`src/rtl/load_store_unit_pkg.sv`:
```
// Shared encodings for the load/store unit: opcodes, FSM states, lane widths
// and small opcode-classification helpers.
package load_store_unit_pkg;

  typedef enum logic [2:0] {
    OP_LB  = 3'd0,
    OP_LH  = 3'd1,
    OP_LW  = 3'd2,
    OP_SW  = 3'd3,
    OP_LBU = 3'd4,
    OP_LHU = 3'd5,
    OP_SB  = 3'd6,
    OP_SH  = 3'd7
  } op_e;

  typedef enum logic [1:0] {
    ST_IDLE   = 2'd0,
    ST_ACCESS = 2'd1,
    ST_WRITE  = 2'd2,
    ST_DONE   = 2'd3
  } state_e;

  localparam int WORD_W = 32;
  localparam int BYTE_W = 8;
  localparam int HALF_W = 16;

  function automatic logic is_load(input op_e op);
    return (op == OP_LB) || (op == OP_LH) || (op == OP_LW) ||
           (op == OP_LBU) || (op == OP_LHU);
  endfunction

  // Byte and halfword stores need a read-modify-write of the containing word.
  function automatic logic is_sub_store(input op_e op);
    return (op == OP_SB) || (op == OP_SH);
  endfunction

  function automatic logic is_misaligned(input op_e op, input logic [1:0] off);
    logic bad;
    case (op)
      OP_LH, OP_LHU, OP_SH: bad = off[0];
      OP_LW, OP_SW:         bad = (off != 2'd0);
      default:              bad = 1'b0;
    endcase
    return bad;
  endfunction

endpackage

```
`src/rtl/load_store_unit_lane_mux.sv`:
```
// Big-endian lane extract with sign/zero extension, and sub-word merge of
// store data into the current memory word.
module lsu_lane_mux
  import load_store_unit_pkg::*;
(
  input  op_e         op,
  input  logic [1:0]  off,
  input  logic [31:0] mem_rdata,
  input  logic [15:0] store_data,
  output logic [31:0] load_data,
  output logic [31:0] merged_data
);

  logic [BYTE_W-1:0] byte_s;
  logic [HALF_W-1:0] half_s;

  // Offset 0 is the most significant lane.
  always_comb begin
    byte_s = 8'd0;
    case (off)
      2'd0:    byte_s = mem_rdata[31:24];
      2'd1:    byte_s = mem_rdata[23:16];
      2'd2:    byte_s = mem_rdata[15:8];
      2'd3:    byte_s = mem_rdata[7:0];
      default: byte_s = 8'd0;
    endcase
    if (off[1]) begin
      half_s = mem_rdata[15:0];
    end else begin
      half_s = mem_rdata[31:16];
    end
  end

  // Load result extension.
  always_comb begin
    load_data = 32'd0;
    case (op)
      OP_LB:   load_data = {{(WORD_W-BYTE_W){byte_s[BYTE_W-1]}}, byte_s};
      OP_LBU:  load_data = {{(WORD_W-BYTE_W){1'b0}}, byte_s};
      OP_LH:   load_data = {{(WORD_W-HALF_W){half_s[HALF_W-1]}}, half_s};
      OP_LHU:  load_data = {{(WORD_W-HALF_W){1'b0}}, half_s};
      OP_LW:   load_data = mem_rdata;
      default: load_data = 32'd0;
    endcase
  end

  // Store merge: replace only the addressed lane.
  always_comb begin
    merged_data = mem_rdata;
    case (op)
      OP_SB: begin
        case (off)
          2'd0:    merged_data[31:24] = store_data[7:0];
          2'd1:    merged_data[23:16] = store_data[7:0];
          2'd2:    merged_data[15:8]  = store_data[7:0];
          2'd3:    merged_data[7:0]   = store_data[7:0];
          default: merged_data = mem_rdata;
        endcase
      end
      OP_SH: begin
        if (off[1]) begin
          merged_data[15:0] = store_data;
        end else begin
          merged_data[31:16] = store_data;
        end
      end
      default: merged_data = mem_rdata;
    endcase
  end

endmodule

```
`src/rtl/load_store_unit.sv`:
```
// Load/store unit: single-request FSM between the CPU and a word-organised
// data memory with combinational read and clocked write.
module load_store_unit
  import load_store_unit_pkg::*;
#(
  parameter int ADDR_W = 32
) (
  input  logic              clk,
  input  logic              rst_n,
  input  logic              req,
  input  logic [2:0]        op,
  input  logic [ADDR_W-1:0] addr_in,
  input  logic [31:0]       wdata,
  output logic              ready,
  output logic              done,
  output logic              err,
  output logic [31:0]       rdata,
  output logic [ADDR_W-1:0] mem_addr,
  output logic [31:0]       mem_wdata,
  output logic              mem_we,
  input  logic [31:0]       mem_rdata
);

  state_e            state_r;
  op_e               op_r;
  op_e               op_in_s;
  logic [1:0]        off_r;
  logic [15:0]       wdata_r;
  logic              ready_r;
  logic              done_r;
  logic              err_r;
  logic [31:0]       rdata_r;
  logic [ADDR_W-1:0] mem_addr_r;
  logic [31:0]       mem_wdata_r;
  logic              mem_we_r;
  logic [31:0]       load_s;
  logic [31:0]       merged_s;

  assign op_in_s = op_e'(op);

  lsu_lane_mux u_lane_mux (
    .op          (op_r),
    .off         (off_r),
    .mem_rdata   (mem_rdata),
    .store_data  (wdata_r),
    .load_data   (load_s),
    .merged_data (merged_s)
  );

  // Control FSM; every output is a register so the async reset clears
  // mem_we immediately, cancelling a store caught in WRITE.
  always_ff @(posedge clk or negedge rst_n) begin
    if (!rst_n) begin
      state_r     <= ST_IDLE;
      op_r        <= OP_LB;
      off_r       <= 2'd0;
      wdata_r     <= 16'd0;
      ready_r     <= 1'b1;
      done_r      <= 1'b0;
      err_r       <= 1'b0;
      rdata_r     <= 32'd0;
      mem_addr_r  <= '0;
      mem_wdata_r <= 32'd0;
      mem_we_r    <= 1'b0;
    end else begin
      done_r   <= 1'b0;
      mem_we_r <= 1'b0;
      case (state_r)
        ST_IDLE: begin
          if (req) begin
            op_r       <= op_in_s;
            off_r      <= addr_in[1:0];
            wdata_r    <= wdata[15:0];
            mem_addr_r <= addr_in >> 2;
            ready_r    <= 1'b0;
            if (is_misaligned(op_in_s, addr_in[1:0])) begin
              state_r <= ST_DONE;
              done_r  <= 1'b1;
              err_r   <= 1'b1;
            end else begin
              state_r <= ST_ACCESS;
              err_r   <= 1'b0;
              // Full-word stores need no read, so write during ACCESS.
              if (op_in_s == OP_SW) begin
                mem_we_r    <= 1'b1;
                mem_wdata_r <= wdata;
              end else begin
                mem_wdata_r <= mem_wdata_r;
              end
            end
          end else begin
            state_r <= ST_IDLE;
          end
        end
        ST_ACCESS: begin
          if (is_sub_store(op_r)) begin
            mem_wdata_r <= merged_s;
            mem_we_r    <= 1'b1;
            state_r     <= ST_WRITE;
          end else begin
            if (is_load(op_r)) begin
              rdata_r <= load_s;
            end else begin
              rdata_r <= rdata_r;
            end
            state_r <= ST_DONE;
            done_r  <= 1'b1;
          end
        end
        ST_WRITE: begin
          state_r <= ST_DONE;
          done_r  <= 1'b1;
        end
        ST_DONE: begin
          state_r <= ST_IDLE;
          ready_r <= 1'b1;
          err_r   <= 1'b0;
        end
        default: begin
          state_r <= ST_IDLE;
          ready_r <= 1'b1;
          err_r   <= 1'b0;
        end
      endcase
    end
  end

  assign ready     = ready_r;
  assign done      = done_r;
  assign err       = err_r;
  assign rdata     = rdata_r;
  assign mem_addr  = mem_addr_r;
  assign mem_wdata = mem_wdata_r;
  assign mem_we    = mem_we_r;

endmodule
```
`config.mk`:
```
export PLATFORM = sky130hd
export DESIGN_NAME = load_store_unit
export DESIGN_NICKNAME = d
export VERILOG_FILES = /design/src/rtl/load_store_unit_pkg.sv /design/src/rtl/load_store_unit_lane_mux.sv /design/src/rtl/load_store_unit.sv
export SDC_FILE = /design/constraint.sdc
export NUM_CORES = 1
export LEC_CHECK = 0
export CORE_MARGIN = 5
export CORE_UTILIZATION = 50
export DETAILED_ROUTE_END_ITERATION = 10
export MAX_ROUTING_LAYER = met4
export PLACE_DENSITY = 0.84
export RECOVER_POWER = 50
export SETUP_SLACK_MARGIN = 0.2
export SKIP_CTS_REPAIR_TIMING = 1
export SLEW_MARGIN = 20
export SYNTH_ARGS = -nofsm -noshare
export SYNTH_HDL_FRONTEND = slang
export SYNTH_SLANG_ARGS = --single-unit
```
`constraint.sdc`:
```
create_clock -name clk -period 5.1 [get_ports clk]
set_clock_uncertainty 0.15 [all_clocks]
set_input_delay 1.02 -clock clk [delete_from_list [all_inputs] [get_ports clk]]
set_output_delay 1.02 -clock clk [all_outputs]
set_load 0.02 [all_outputs]
```
==> run summary, run 1 <==
status - complete, but fails checks
failing checks - capacitance limit, slew limit
routability cong. - 0.915
top-area cell type share of the netlist area - 50.7%
largest family of logic cells by synthesized area - compound AO/OA/AOI/OAI gates
Clock Latency Late Sink - 0.41 ns
slew at the pin closest to its max-slew limit - 2.48 ns
Port Buf Inserts - 199
Pwr Density - 696 nW/um2
Hold Crit Class - reg -> reg
hold slack - 0.352 ns
asr flop ratio synth - 100%
hold path depth - 1
worst setup margin - 1.48 ns
Finished Cell Area - 8500 um2
CP Max Fanout - 46
syn avg cell area - 11.2 um2
dominant cells by area after synthesis - dfrtp_1, mux2_2, a21oi_1
CP Class - in -> async
total CTS buffers - 17
critical path buffer and inverter count - 2
Max Cap Viol - 1
CP startpoint kind - input port
Slew Limit Fails - 47
DP Area - 7940 um2
Crit path depth - 2
Die X - 119 um
EDFF count, synth - 0
Post-DRT Antenna Nets - 0
xor and xnor area share after synthesis - 0%
Compound-Gate Fraction of Synth Area - 19.0%
initial antenna violation count - 0
1st-pass router iterations - 5
synthesized area - 5930 um2
RSZ-0062 raised after global routing - false
die area - 14100 um2
H-tree Lvls - 4
Warnings, synthesis - 0
Data required, critical path - 5.32 ns
core area - 11500 um2
vias in the first global route - 5777
Tcrit/Tclk final - 70.9%
largest net degree at the start of global routing - 55
Yosys reg bits - 121
CP Cell Sequence - clkbuf_1, clkbuf_2
Ant. Diodes - 0
post-place setup slack - 1.33 ns
Root Buffer - clkbuf_16
FF/Latch Area - 3030 um2
fin crit period - 3.62 ns
Top Ports - 202
area grow syn2layout - 43.4%
top cells by count, synth - dfrtp_1, mux2_2, a21oi_1, nand2_1, o21ai_0
# nets final - 818
Clock Tree Buf Depth - 2
reg2reg path depth - 8
post-synthesis mux area share - 16.7%
Post-Syn Instances - 529
Slew headroom - -65.1%
first-pass GRT wire length - 30700 um
Vias - 5440
cell family with most CP delay - buffers and inverters
via density per instance - 6.27
Crit path largest cell delay - 1.73 ns
synth unique cells - 51
HPWL reported at the end of detailed placement - 14300 um
total grt overflow - 0
Initial Util - 51.5%
Seq/Total Area, Yosys - 51.1%
Setup crit end kind - async pin
Arr. time, crit path - 3.84 ns
drt total wl - 19600 um
layout cells sized above 1 - 16.8%
Fin. Hold Viols - 0
clock transition at the registers of the reported paths - 0.05 ns
setup TNS - 0 ns
main flop type after synthesis - dfrtp_1
Static Leak - 3.50 nW
DRC - 0
slowest CP cell - clkbuf_1
Peak VDD IR - 0.455 mV
Fmax - 277 MHz
Synth Area in Adders - 0.844%
clock sink total - 121
die height - 119 um
gr usage total - 28.4%
# rows - 39
count leader, synth - dfrtp_1
fraction of the mapped netlist area in simple logic gates - 8.23%
Setup violations, final - 0
CTS tree - yes
DRT iter0 DRCs - 585
wire per inst - 22.6 um
multi-input logic area - 2660 um2
Core Util, Final - 73.8%
Fillers - 820
biggest area consumer among synthesized cells - dfrtp_1
==> layout by cell type, fill, tap and decap left out, types with 2 or more instances in the layout <==
cell             instances
conb_1                   2
and3_1                   3
mux2_2                  64
or2_2                    2
a31oi_1                  9
mux2i_1                 11
clkbuf_8                 5
clkbuf_16               17
clkbuf_2                 2
ha_1                     4
clkdlybuf4s50_1        157
a21oi_1                 51
nand2b_1                 2
buf_4                    4
o22a_1                   8
inv_1                    8
nor3_1                  12
dfrtp_1                120
nor2_1                  30
a221oi_1                 7
clkbuf_1                 3
nand3_1                 11
o21ai_0                 31
a21o_1                   3
mux4_2                   7
o22ai_1                 19
o31ai_1                 10
nand2_1                 32
o32ai_1                  7
o41ai_2                  5
a22o_1                   8
clkinv_2                 6
dlygate4sd3_1           41
==> cells by family (layout without fill, tap and decap cells) <==
group / count (synthesis) / after routing
adder cells (fa/ha/maj): 4 / 4
buffers and inverters: 51 / 246
multiplexers: 82 / 82
AND/OR/NAND/NOR: 103 / 103
AO/OA/AOI/OAI: 167 / 167
flip-flops: 121 / 121
other: 1 / 2
==> per-stage QoR <==
| step | total power, mW | cells |
|---|---|---|
| 5_1_grt | 6.23 | 868 |
| 3_3_place_gp | 4.72 | 836 |
| 3_5_place_dp | 4.81 | 836 |
| 4_1_cts | 5.99 | 868 |
| 6_report | 5.91 | 868 |
| 2_1_floorplan | 3.57 | 530 |
==> flip-flops by register name, summed over array words and instances (netlist names) <==
| register | flops |
|---|---|
| done | 1 |
| err | 1 |
| mem_addr | 30 |
| rdata | 32 |
| state_r | 2 |
| off_r | 2 |
| ready | 1 |
| mem_we | 1 |
| wdata_r | 16 |
| op_r | 3 |
| mem_wdata | 32 |
==> report_power, final <==
part	internal, mW	total [mW]	switching, mW
sequential	1.45	1.87	0.422
combinational	1.36	2.90	1.54
clock	0.729	1.14	0.408
==> layer usage <==
metal	vias to the layer above	track usage [%]	routed length (um)
met5	-	-	0
met4	0	12.2	754
met3	66	8.77	2020
met2	366	43.8	9180
met1	2667	34.9	7650
li1	2341	-	-
==> worst paths after layout <==
| check | startpoint | to | slack (ns) |
|---|---|---|---|
| setup / recovery | rst_n | mem_addr[5]$_DFFE_PN0P_ | 1.48 |
| hold / removal | mem_wdata[19]$_DFFE_PN0P_ | mem_wdata[19]$_DFFE_PN0P_ | 0.35 |
| setup reg to reg | state_r[1]$_DFF_PN0_ | mem_wdata[1]$_DFFE_PN0P_ | 1.59 |
| hold reg to reg | mem_wdata[19]$_DFFE_PN0P_ | mem_wdata[19]$_DFFE_PN0P_ | 0.35 |
| max in group clk | req | mem_wdata[1]$_DFFE_PN0P_ | 1.57 |
| min in group asynchronous | rst_n | err$_DFFE_PN0P_ | 1.22 |
==> cell type report <==
| type | instances | area share, % |
|---|---|---|
| flip-flops and latches | 121 | 35.6 |
| multi-input cells | 358 | 31.3 |
| repair buffers | 205 | 23.8 |
| clock buffers | 24 | 5.90 |
| well taps | 143 | 2.11 |
| clock inverters | 8 | 0.795 |
| inverters | 9 | 0.398 |
No activity file was read; power rests on OpenSTA's default activity.
==> run 2: changes to the inputs <==
CORE_UTILIZATION = 46   (was 50)
PLACE_DENSITY = 0.78   (was 0.84)
clock period = 3.4 ns   (was 5.1 ns; I/O delays follow)
==> run 2 against run 1 <==
The flow now finishes without violations. Wire length increased by 2.4%. Clock-buffer cell count decreased by 5. Non-clock buffer count increased by 7. Clock power increased by 65%. Total power increased by 55%. Largest power group unchanged.
==> run summary, run 2 (synthesized netlist as in run 1, its figures left out) <==
fin crit period - 2.83 ns
worst r2r src - state_r[1]$_DFF_PN0_
Core Util, Final - 68.3% (-5.5 points)
Ant. Diodes - 0 (unchanged)
Fin. Hold Viols - 0 (unchanged)
clock transition at the registers of the reported paths - 0.06 ns (about the same)
RSZ-0062 raised after global routing - false
# rows - 41 (+5.1%)
layout cells sized above 1 - 17.3% (+0.52 points)
Finished Cell Area - 8620 um2 (+1.4%)
# nets final - 825 (+0.86%)
gr usage total - 28.3% (-0.17 points)
Tcrit/Tclk final - 83.1%
CTS tree - yes
die area - 15300 um2 (+7.9%)
vias in the first global route - 5598 (-3.1%)
hold slack - 0.344 ns (-0.00871 ns)
initial antenna violation count - 0 (unchanged)
Top Ports - 202 (unchanged)
die height - 124 um (+3.9%)
post-place setup slack - 0.577 ns (-0.750 ns)
Setup violations, final - 0 (unchanged)
HPWL reported at the end of detailed placement - 14800 um (+3.7%)
total CTS buffers - 17 (unchanged)
slew at the pin closest to its max-slew limit - 1.33 ns (-1.15 ns)
Peak VDD IR - 0.566 mV (+24%)
DRC - 0 (unchanged)
commonest non-fill, non-tap cell in the layout - clkdlybuf4s50_1
Die X - 124 um (+3.9%)
Clock Latency Late Sink - 0.42 ns (about the same)
DP Cell Count - 872 (+4.3%)
Post-DRT Antenna Nets - 0 (unchanged)
final total power - 9.14 mW (+55%)
Data required, critical path - 3.55 ns (-1.77 ns)
Initial Util - 47.0% (-4.5 points)
Fmax - 354 MHz
Post-Layout Cell Count - 904 (+4.1%)
status - finished clean
DRT iter0 DRCs - 469 (-20%)
Port Buf Inserts - 199 (unchanged)
area grow syn2layout - 45.4%
total grt overflow - 0 (unchanged)
CP Class - in -> reg
largest net degree at the start of global routing - 55 (unchanged)
Vias - 5377 (-1.2%)
Hold Crit Class - in -> async
wire per inst - 22.2 um (-1.7%)
clock sink total - 121 (unchanged)
setup TNS - 0 ns (unchanged)
Root Buffer - clkbuf_16
Max Cap Viol - 0 (-1)
Critical Path Start - req
CP Max Fanout - 54 (+17%)
first-pass GRT wire length - 31000 um (+1.1%)
via density per instance - 5.95 (-5.1%)
Pwr Density - 1060 nW/um2 (+53%)
CP startpoint kind - input port
worst setup margin - 0.575 ns (-0.909 ns)
Arr. time, crit path - 2.98 ns (-0.86 ns)
commonest non-fill, non-tap cells in the layout - clkdlybuf4s50_1, dfrtp_1, mux2_2, a21oi_1, nand2_1
Static Leak - 3.50 nW (+0.27%)
H-tree Lvls - 4 (unchanged)
1st-pass router iterations - 6 (+1)
Slew headroom - 11.4% (+77 points)
DP Area - 8040 um2 (+1.3%)
core area - 12600 um2 (+9.6%)
routability cong. - 0.894 (-2.3%)
Clock Tree Buf Depth - 2 (unchanged)
drt total wl - 20100 um (+2.4%)
Slew Limit Fails - 0 (-100%)
Setup crit end kind - register
[run 2: cell types whose count changed in the layout (fill, tap and decap cells not counted), moves of 3 or more]
cell	delta
clkbuf_8	-3
clkbuf_2	+3
clkinv_2	-4
buf_4	+3
clkdlybuf4s50_1	+31
clkinv_4	+4
dlygate4sd3_1	-31
[run 2: area by class of cell]
| cell class | count | area [um2] |
|---|---|---|
| Clock inverter | 13 | 168 |
| Tap cell | 172 | 215 |
| Inverter | 9 | 33.8 |
| Multi-Input combinational cell | 358 | 2650 |
| Clock buffer | 19 | 453 |
| Sequential cell | 121 | 3030 |
| Timing Repair Buffer | 212 | 2070 |
| Fill cell | 998 | 4000 |
[run 2: worst paths after layout]
path / slack, ns / to / depth (start not counted)
max: 0.57 / mem_addr[18]$_DFFE_PN0P_ / 4
min: 0.34 / mem_addr[13]$_DFFE_PN0P_ / 1
max reg2reg: 0.63 / mem_addr[18]$_DFFE_PN0P_ / 5
min reg2reg: 0.35 / mem_addr[9]$_DFFE_PN0P_ / 1
max in group asynchronous: 1.02 / rdata[18]$_DFFE_PN0P_ / 2
min in group clk: 0.35 / mem_addr[9]$_DFFE_PN0P_ / 1
[run 2: power breakdown]
part / total, mW / internal, mW / switching [mW]
logic: 4.50 / 2.14 / 2.36
clock network: 1.88 / 1.20 / 0.683
registers: 2.77 / 2.18 / 0.591
[run 2: critical path, cell delays in order]
cell	delay, ns
dlygate4sd3_1	0.58
and2_0	0.23
clkbuf_2	1.01
mux2_2	0.43
[run 2: metal layers]
layer	wire length, um	share of wire, %	global-route usage [%]
met3	1950	9.7	7.82
met1	7850	39	35.2
met2	9530	47	42.7
met5	0	0	-
met4	760	3.8	13.9
==> run 3: changes to the inputs <==
clock period = 2.7 ns   (was 3.4 ns; I/O delays follow)
==> run 3 against run 2 <==
The run now ends with capacitance limit, slew limit left. Total power rose by 26%. Hold slack improved by 0.013 ns. Setup slack got worse by 0.28 ns. Critical endpoint is now mem_addr[2]$_DFFE_PN0P_. Highest routed layer unchanged.
==> run summary, run 3 (synthesized netlist as in run 1, its figures left out) <==
1st-pass router iterations - 5 (-1)
status - complete, but fails checks
commonest non-fill, non-tap cell in the layout - clkdlybuf4s50_1
Pwr Density - 1330 nW/um2 (+25%)
H-tree Lvls - 4 (unchanged)
vias in the first global route - 5517 (-1.4%)
CP Cell Sequence - inv_1, ha_1, and2_0, clkbuf_4, mux2_2
fin crit period - 2.40 ns
Max Cap Viol - 1 (+1)
Arr. time, crit path - 2.55 ns (-0.43 ns)
Clock Tree Buf Depth - 2 (unchanged)
failing checks - capacitance limit, slew limit
core area - 12600 um2 (unchanged)
largest net degree at the start of global routing - 122 (+120%)
first-pass GRT wire length - 30800 um (-0.78%)
Data required, critical path - 2.85 ns (-0.70 ns)
Die X - 124 um (unchanged)
Tcrit/Tclk final - 89.0%
CP Class - reg -> reg
routing usage on met3 - 9.10% (+1.3 points)
drt total wl - 20000 um (-0.18%)
# nets final - 828 (+0.36%)
CTS tree - yes
via density per instance - 5.89 (-1.0%)
# rows - 41 (unchanged)
initial antenna violation count - 0 (unchanged)
setup TNS - 0 ns (unchanged)
RSZ-0062 raised after global routing - false
Clock Latency Late Sink - 0.42 ns (about the same)
Vias - 5346 (-0.58%)
Slew Limit Fails - 122 (+122)
Slew headroom - -9.56% (-21 points)
Port Buf Inserts - 199 (unchanged)
Setup violations, final - 0 (unchanged)
Fin. Hold Viols - 0 (unchanged)
GR Util met1 - 35.0% (-0.22 points)
wire per inst - 22.1 um (-0.62%)
clock transition at the registers of the reported paths - 0.06 ns (about the same)
Hold Crit Class - reg -> reg
CP startpoint kind - register
clock sink total - 121 (unchanged)
critical path buffer and inverter count - 2 (unchanged)
Fillers - 954 (-4.4%)
die area - 15300 um2 (unchanged)
slowest CP cell - clkbuf_4
Crit path largest cell delay - 0.65 ns (-0.36 ns)
layout cells sized above 1 - 18.0% (+0.61 points)
Peak VDD IR - 0.815 mV (+44%)
Post-DRT Antenna Nets - 0 (unchanged)
die height - 124 um (unchanged)
Root Buffer - clkbuf_16
routability cong. - 0.911 (+1.9%)
Setup crit end kind - register
Fmax - 416 MHz
slew at the pin closest to its max-slew limit - 1.64 ns (+0.315 ns)
gr usage total - 27.7% (-0.54 points)
CP Max Fanout - 54 (unchanged)
total CTS buffers - 17 (unchanged)
DP Cell Count - 875 (+0.34%)
cell family with most CP delay - buffers and inverters
DRT iter0 DRCs - 534 (+14%)
HPWL reported at the end of detailed placement - 14600 um (-1.6%)
DRC - 0 (unchanged)
GR Layer Usage met2 - 41.1% (-1.6 points)
Top Usage Layer GRT - met2
Post-Layout Cell Count - 908 (+0.44%)
total grt overflow - 0 (unchanged)
Static Leak - 3.54 nW (+0.94%)
Initial Util - 47.0% (unchanged)
area grow syn2layout - 46.3%
Top Ports - 202 (unchanged)
commonest non-fill, non-tap cells in the layout - clkdlybuf4s50_1, dfrtp_1, mux2_2, a21oi_1, nand2_1
[run 3: metrics by stage]
step | area (um2) | util, % | hold WS (ns) | power [mW] | setup WS [ns]
3_5_place_dp | 8090 | 64.1 | 0.346 | 9.23 | 0.0807
4_1_cts | 8700 | 68.9 | 0.0990 | 11.6 | 0.432
2_1_floorplan | 5930 | - | 0.0944 | 6.75 | 0.509
5_1_grt | 8670 | 68.7 | 0.373 | 12.2 | 0.194
3_3_place_gp | 8090 | 64.1 | 0.335 | 9.06 | 0.144
6_report | 8680 | 68.7 | 0.356 | 11.6 | 0.298
[run 3: final timing paths]
kind | from | end | slack, ns | depth (start not counted)
min in group asynchronous | rst_n | mem_addr[8]$_DFFE_PN0P_ | 0.51 | 2
max | state_r[1]$_DFF_PN0_ | mem_addr[2]$_DFFE_PN0P_ | 0.30 | 5
max reg2reg | state_r[1]$_DFF_PN0_ | mem_addr[2]$_DFFE_PN0P_ | 0.30 | 5
min | mem_wdata[0]$_DFFE_PN0P_ | mem_wdata[0]$_DFFE_PN0P_ | 0.36 | 1
min reg2reg | mem_wdata[0]$_DFFE_PN0P_ | mem_wdata[0]$_DFFE_PN0P_ | 0.36 | 1
max in group asynchronous | rst_n | rdata[25]$_DFFE_PN0P_ | 0.86 | 2
[run 3: per-layer routing]
metal	share of wire [%]	vias up	routed length, um
li1	-	2359	-
met1	39	2640	7890
met2	47	295	9480
met3	10	52	2000
met4	3.4	0	672
met5	0	-	0
[run 3: layout make-up]
cell class / instances / area, um2 / area share, %
antenna: 1 / 2.50 / 0.0288
timing repair buffer: 215 / 2120 / 24.5
clock buffer: 25 / 495 / 5.71
clock inverter: 7 / 114 / 1.31
inverter: 9 / 33.8 / 0.389
tap: 172 / 215 / 2.48
multi-input combinational: 358 / 2660 / 30.7
sequential: 121 / 3030 / 34.9
[run 3: report_power, final]
| part | switching, mW | total, mW | internal, mW |
|---|---|---|---|
| combinational | 2.97 | 5.73 | 2.76 |
| clock | 0.796 | 2.34 | 1.55 |
| sequential | 0.739 | 3.48 | 2.74 |
| total | 4.50 | 11.6 | 7.05 |
